`src/rtl/imm_encoder_if.sv`:
```
// Beat-level bundle for imm_encoder: an input beat (extop/imm/tmpl) and the
// assembled output beat (inst/err), each with its own valid/ready pair.
interface imm_encoder_if;
    logic        in_valid;
    logic        in_ready;
    logic [3:0]  extop;
    logic [31:0] imm;
    logic [31:0] tmpl;
    logic        out_valid;
    logic        out_ready;
    logic [31:0] inst;
    logic        err;

    modport master (
        output in_valid, extop, imm, tmpl, out_ready,
        input  in_ready, out_valid, inst, err
    );

    modport slave (
        input  in_valid, extop, imm, tmpl, out_ready,
        output in_ready, out_valid, inst, err
    );
endinterface

```
`src/rtl/imm_encoder.sv`:
```
// imm_encoder: packs a 32-bit immediate into the immediate field of an RV32
// instruction template through a two-stage valid/ready pipeline.
module imm_encoder #(
    parameter int CNT_W = 16
) (
    input  logic             clk,
    input  logic             rst_n,
    imm_encoder_if.slave     bus,
    output logic [CNT_W-1:0] err_cnt
);

    typedef enum logic [2:0] {
        FMT_I   = 3'd0,
        FMT_S   = 3'd1,
        FMT_B   = 3'd2,
        FMT_J   = 3'd3,
        FMT_U   = 3'd4,
        FMT_BAD = 3'd5
    } fmt_e;

    function automatic fmt_e fmt_of(input logic [3:0] op);
        fmt_e f;
        case (op)
            4'd0, 4'd1, 4'd2, 4'd3, 4'd4: f = FMT_I;
            4'd5:                         f = FMT_S;
            4'd6:                         f = FMT_B;
            4'd7:                         f = FMT_J;
            4'd8, 4'd9:                   f = FMT_U;
            default:                      f = FMT_BAD;
        endcase
        return f;
    endfunction

    // Representable iff the bits dropped by the format are a pure sign extension
    // (and, for branch/jump offsets, the immediate is halfword aligned).
    function automatic logic range_ok(input fmt_e f, input logic [31:0] v);
        logic ok;
        case (f)
            FMT_I, FMT_S: ok = (&v[31:11]) | ~(|v[31:11]);
            FMT_B:        ok = ~v[0] & ((&v[31:12]) | ~(|v[31:12]));
            FMT_J:        ok = ~v[0] & ((&v[31:20]) | ~(|v[31:20]));
            FMT_U:        ok = ~(|v[11:0]);
            default:      ok = 1'b0;
        endcase
        return ok;
    endfunction

    function automatic logic [31:0] encode(input fmt_e f, input logic [31:0] v,
                                           input logic [31:0] t);
        logic [31:0] r;
        case (f)
            FMT_I:   r = {v[11:0], t[19:0]};
            FMT_S:   r = {v[11:5], t[24:12], v[4:0], t[6:0]};
            FMT_B:   r = {v[12], v[10:5], t[24:12], v[4:1], v[11], t[6:0]};
            FMT_J:   r = {v[20], v[10:1], v[11], v[19:12], t[11:0]};
            FMT_U:   r = {v[31:12], t[11:0]};
            default: r = t;
        endcase
        return r;
    endfunction

    logic              adv1_s;
    logic              adv2_s;
    logic              in_ok_s;
    logic [31:0]       enc_inst_s;

    logic              s1_valid_r;
    logic [3:0]        s1_extop_r;
    logic [31:0]       s1_imm_r;
    logic [31:0]       s1_tmpl_r;
    logic              s1_ok_r;

    logic              s2_valid_r;
    logic [31:0]       s2_inst_r;
    logic              s2_err_r;

    logic [CNT_W-1:0]  err_cnt_r;

    // Stage advance: a stage may load when empty or when the stage after it drains.
    always_comb begin
        adv2_s       = ~s2_valid_r | bus.out_ready;
        adv1_s       = ~s1_valid_r | adv2_s;
        bus.in_ready = adv1_s & rst_n;
    end

    // Range check on the incoming beat, registered alongside its data in S1.
    always_comb begin
        in_ok_s = range_ok(fmt_of(bus.extop), bus.imm);
    end

    // Instruction assembly from the S1 contents, registered into S2.
    always_comb begin
        enc_inst_s = encode(fmt_of(s1_extop_r), s1_imm_r, s1_tmpl_r);
    end

    // Stage 1 register: captures the accepted beat and its range-check result.
    always_ff @(posedge clk) begin
        if (!rst_n) begin
            s1_valid_r <= 1'b0;
            s1_extop_r <= 4'h0;
            s1_imm_r   <= 32'h0;
            s1_tmpl_r  <= 32'h0;
            s1_ok_r    <= 1'b0;
        end else if (adv1_s) begin
            s1_valid_r <= bus.in_valid;
            if (bus.in_valid) begin
                s1_extop_r <= bus.extop;
                s1_imm_r   <= bus.imm;
                s1_tmpl_r  <= bus.tmpl;
                s1_ok_r    <= in_ok_s;
            end
        end
    end

    // Stage 2 register: output beat, held while downstream stalls.
    always_ff @(posedge clk) begin
        if (!rst_n) begin
            s2_valid_r <= 1'b0;
            s2_inst_r  <= 32'h0;
            s2_err_r   <= 1'b0;
        end else if (adv2_s) begin
            s2_valid_r <= s1_valid_r;
            if (s1_valid_r) begin
                s2_inst_r <= enc_inst_s;
                s2_err_r  <= ~s1_ok_r;
            end
        end
    end

    // Saturating count of delivered beats flagged with err.
    always_ff @(posedge clk) begin
        if (!rst_n) begin
            err_cnt_r <= {CNT_W{1'b0}};
        end else if (s2_valid_r && bus.out_ready && s2_err_r
                     && (err_cnt_r != {CNT_W{1'b1}})) begin
            err_cnt_r <= err_cnt_r + CNT_W'(1);
        end
    end

    assign bus.out_valid = s2_valid_r;
    assign bus.inst      = s2_inst_r;
    assign bus.err       = s2_err_r;
    assign err_cnt       = err_cnt_r;

endmodule

```
`src/flat_wrapper.sv`:
```
// flat-port wrapper written by rule: the top's interface ports become plain ports
module imm_encoder_flat 
#(
    parameter int CNT_W = 16
)
  (clk, rst_n, err_cnt, bus_in_valid, bus_extop, bus_imm, bus_tmpl, bus_out_ready, bus_in_ready, bus_out_valid, bus_inst, bus_err);
  imm_encoder_if bus_i ();
  input  logic clk;
  input  logic rst_n;
  output logic [CNT_W-1:0] err_cnt;
  input wire logic [$bits(bus_i.in_valid)-1:0] bus_in_valid;
  input wire logic [$bits(bus_i.extop)-1:0] bus_extop;
  input wire logic [$bits(bus_i.imm)-1:0] bus_imm;
  input wire logic [$bits(bus_i.tmpl)-1:0] bus_tmpl;
  input wire logic [$bits(bus_i.out_ready)-1:0] bus_out_ready;
  output wire logic [$bits(bus_i.in_ready)-1:0] bus_in_ready;
  output wire logic [$bits(bus_i.out_valid)-1:0] bus_out_valid;
  output wire logic [$bits(bus_i.inst)-1:0] bus_inst;
  output wire logic [$bits(bus_i.err)-1:0] bus_err;
  assign bus_i.in_valid = bus_in_valid;
  assign bus_i.extop = bus_extop;
  assign bus_i.imm = bus_imm;
  assign bus_i.tmpl = bus_tmpl;
  assign bus_i.out_ready = bus_out_ready;
  assign bus_in_ready = bus_i.in_ready;
  assign bus_out_valid = bus_i.out_valid;
  assign bus_inst = bus_i.inst;
  assign bus_err = bus_i.err;
  imm_encoder #(.CNT_W(CNT_W)) u_core (.clk(clk), .rst_n(rst_n), .bus(bus_i), .err_cnt(err_cnt));
endmodule
```
`config.mk`:
```
export PLATFORM = sky130hd
export DESIGN_NAME = imm_encoder_flat
export DESIGN_NICKNAME = d
export VERILOG_FILES = /design/src/rtl/imm_encoder_if.sv /design/src/rtl/imm_encoder.sv /design/src/flat_wrapper.sv
export SDC_FILE = /design/constraint.sdc
export NUM_CORES = 1
export LEC_CHECK = 0
export ABC_AREA = 1
export CORE_ASPECT_RATIO = 1.1
export CORE_MARGIN = 5
export CORE_UTILIZATION = 56
export CTS_BUF_LIST = sky130_fd_sc_hd__clkbuf_4 sky130_fd_sc_hd__clkbuf_8
export CTS_CLUSTER_DIAMETER = 40
export DETAILED_ROUTE_END_ITERATION = 10
export PLACE_DENSITY_LB_ADDON = 0.3
export SLEW_MARGIN = 20
export SYNTH_ARGS = -nofsm -noshare
export SYNTH_HDL_FRONTEND = slang
export SYNTH_SLANG_ARGS = --single-unit
```
`constraint.sdc`:
```
create_clock -name clk -period 3.7 [get_ports clk]
set_input_delay 0.74 -clock clk [delete_from_list [all_inputs] [get_ports clk]]
set_output_delay 0.74 -clock clk [all_outputs]
set_load 0.02 [all_outputs]
```
==> results by group <==
Job
  – Max cap viols: 0

Timing
  – Hold slack: 0.431 ns
  – Fin. max-slew vios: 0
  – Rel. slew slack: 0.462
  – Final hold vios: 0
  – Fin crit share: 0.769
  – Fmax: 352 MHz
  – Fin worst setup slack: 0.856 ns
  – Setup TNS: 0 ns
  – Setup-failing EPs final: 0
  – Final setup skew: 0.0115 ns
  – Final Critical Period: 2.84 ns
  – RSZ-0062 raised after global routing: false
  – Worst Tran Pin Value: 0.806 ns

Global route
  – Remaining global-route overflow: 0
  – Initial antenna violation count: 0
  – Tot GR Track Use: 0.246
  – First-pass GRT wire length: 22.7 mm
  – Largest net degree at the start of global routing: 85
  – Vias in the first global route: 4899

Clocking
  – CTS Root Cell: clkbuf_8
  – Hold-fix buffers, CTS: 0
  – Clk sinks: 123
  – CTS tree: done
  – Num CTS Buffers: 17
  – Clk buf depth: 2
  – Clock latency on the worst-skew pair: 0.42 ns
  – Post_cts resized: 0
  – CTS H-tree lvls: 4
  – Clk slew on worst S/H paths: 0.07 ns
  – Post-CTS setup buffers: 0

Routing
  – Iter 0 DRT Violations: 362
  – Post-DRT Antenna Nets: 0
  – Via count: 5250
  – Post-route DRC: 0
  – Avg WL per Cell: 14.5 µm
  – Drt first pass iters: 6
  – Number of vias per cell: 5.50
  – Routed WL: 13.9 mm

Worst setup path
  – CP cell instances: clkdlybuf4s50_1 > inv_1 > nand3_2 > nand2_1 > inv_1 > clkdlybuf4s50_1
  – Critical path required time: 2.96 ns
  – R2r startpoint: u_core.bus.out_valid$_SDFFE_PN0P_
  – CP max stage delay: 0.59 ns
  – Startpoint Class: input pin
  – Worst path bufs/invs: 4
  – Crit path launch: bus_out_ready
  – Max FO, Critical Path: 3
  – Critical path type: in2out
  – Critical path data arrival time: 2.10 ns
  – CP top delay family: buffers and inverters
  – Worst setup EP type: primary output
  – Slowest CP cell: clkdlybuf4s50_1

Power
  – Leakage power: 0.00273 µW
  – P per Cell Area: 440 nW/µm²
  – Max VDD drop: 0.000261 V

Synth
  – Post-synthesis cell count: 715
  – Yosys reg bits: 123
  – Post-Synth Simple-Gate Area: 0.234
  – Dominant cells by area after synthesis: dfxtp_1, nor2_1, o21ai_0
  – Post-synth EDFFs: 0
  – Synth top area share: 0.468
  – Mapped Area: 5260 µm²
  – Sequential share of the synthesized area: 0.468
  – Cell accounting for the most synthesized area: dfxtp_1
  – Yosys cell types: 37
  – Main synth FF type: dfxtp_1
  – Synthesized Nets: 788
  – Asr flop ratio synth: 0
  – Post-synthesis adder-cell area fraction: 0.00238
  – Synth Area in XOR/XNOR: 0.00667
  – Largest family of logic cells by synthesized area: simple AND/OR/NAND/NOR gates
  – Synth Area in Compound Gates: 0.207
  – Multiplexer share of the synthesized area: 0
  – Syn_area_per_cell: 7.35 µm²
  – Synth warn: 0

Layout
  – # fillers: 724
  – Area delta synth->final: 30.9%
  – Final Cell Area: 6880 µm²
  – Fin util: 0.743
  – ANT cells: 0
  – Layout Nets: 897
  – Share of layout cells above drive strength 1: 0.0777

Placed design
  – Placed cell areas: 6490 µm²
  – Gpl congestion: 0.879
  – Port Buf Inserts: 122
  – Hpwl dp: 9.80 mm
  – Pre-CTS WS: 0.866 ns

Floorplanning
  – CORE AREA: 9260 µm²
  – Die X: 102 µm
  – Die ar.: 11400 µm²
  – Die height: 112 µm
  – Row Count: 37
  – I/O pins: 123
  – Initial core utilization: 0.568

Hold path
  – Min-delay worst type: reg2reg
  – Hold path start: u_core.s1_ok_r$_SDFFE_PN0P_

Outcome
  – Outcome: finished, final reports clean
==> path summary, 6_finish.rpt <==
check / cells after the start / to / slack [ns]
worst max-delay path: 6 / bus_in_ready / 0.86
worst min-delay path: 1 / u_core.bus.err$_SDFFE_PN0P_ / 0.43
worst min register to register: 1 / u_core.bus.err$_SDFFE_PN0P_ / 0.43
worst max register to register: 7 / flop / 1.82
==> stage by stage <==
step / power, µW / instances
2_1_floorplan: 1690 / 715
3_3_place_gp: 1870 / 922
3_5_place_dp: 1890 / 922
4_1_cts: 3040 / 954
5_1_grt: 3150 / 954
6_report: 3030 / 954
==> cells in the mapped netlist, types with 5 or more instances <==
cell type,instances
nor2_1,148
dfxtp_1,123
nand2_1,78
clkbuf_1,20
inv_1,62
nand3_2,5
a211oi_1,10
o211ai_1,6
nand2_2,6
nand3_1,17
a21oi_1,58
o21ai_0,106
inv_2,7
nor3_1,11
buf_2,13
a221oi_1,6
==> state kept, by name, summed over array words and instances, names as in the netlist, named ones only <==
register	flops
u_core.bus.err	1
u_core.bus.inst	32
u_core.bus.out_valid	1
u_core.err_cnt	16
u_core.s1_extop_r	4
u_core.s1_imm_r	32
u_core.s1_ok_r	1
u_core.s1_tmpl_r	32
u_core.s1_valid_r	1
==> placed cells by master (no fill, tap or decap), types with 6 or more instances in the layout <==
cell type	instances
nor2_1	148
dfxtp_1	123
clkdlybuf4s50_1	121
o21ai_0	106
nand2_1	78
inv_1	62
a21oi_1	58
clkbuf_8	18
nand3_1	17
nor3_1	11
a211oi_1	10
inv_2	7
nand2_2	6
a221oi_1	6
o211ai_1	6
==> report_power, final <==
part           switching, µW  total (µW)  internal, µW
combinational            229         412           183
clock                    547        1160           618
sequential              42.6        1450          1410
==> final cells by class <==
class | count | area, µm² | share of cell area
clock buffers | 18 | 248 | 0.0360
clock inverters | 14 | 146 | 0.0213
inverters | 69 | 259 | 0.0376
multi-input cells | 486 | 2360 | 0.344
flip-flops and latches | 123 | 2460 | 0.358
well taps | 117 | 146 | 0.0213
repair buffers | 127 | 1250 | 0.182
==> metal layers <==
metal | vias to the layer above | share of wire | track usage
met1 | 2437 | 0.40 | 0.305
met5 | - | 0 | 0
li1 | 2588 | - | -
met2 | 206 | 0.53 | 0.428
met3 | 19 | 0.062 | 0.0407
met4 | 0 | 0.015 | 0.0849
==> logic make-up after synthesis <==
kind of cell             count (synthesis)
AND/OR/NAND/NOR                        283
adder cells (fa/ha/maj)                  1
flip-flops                             123
AO/OA/AOI/OAI                          198
buffers and inverters                  106
XOR/XNOR                                 4
Power figures use the tool's default switching activity.
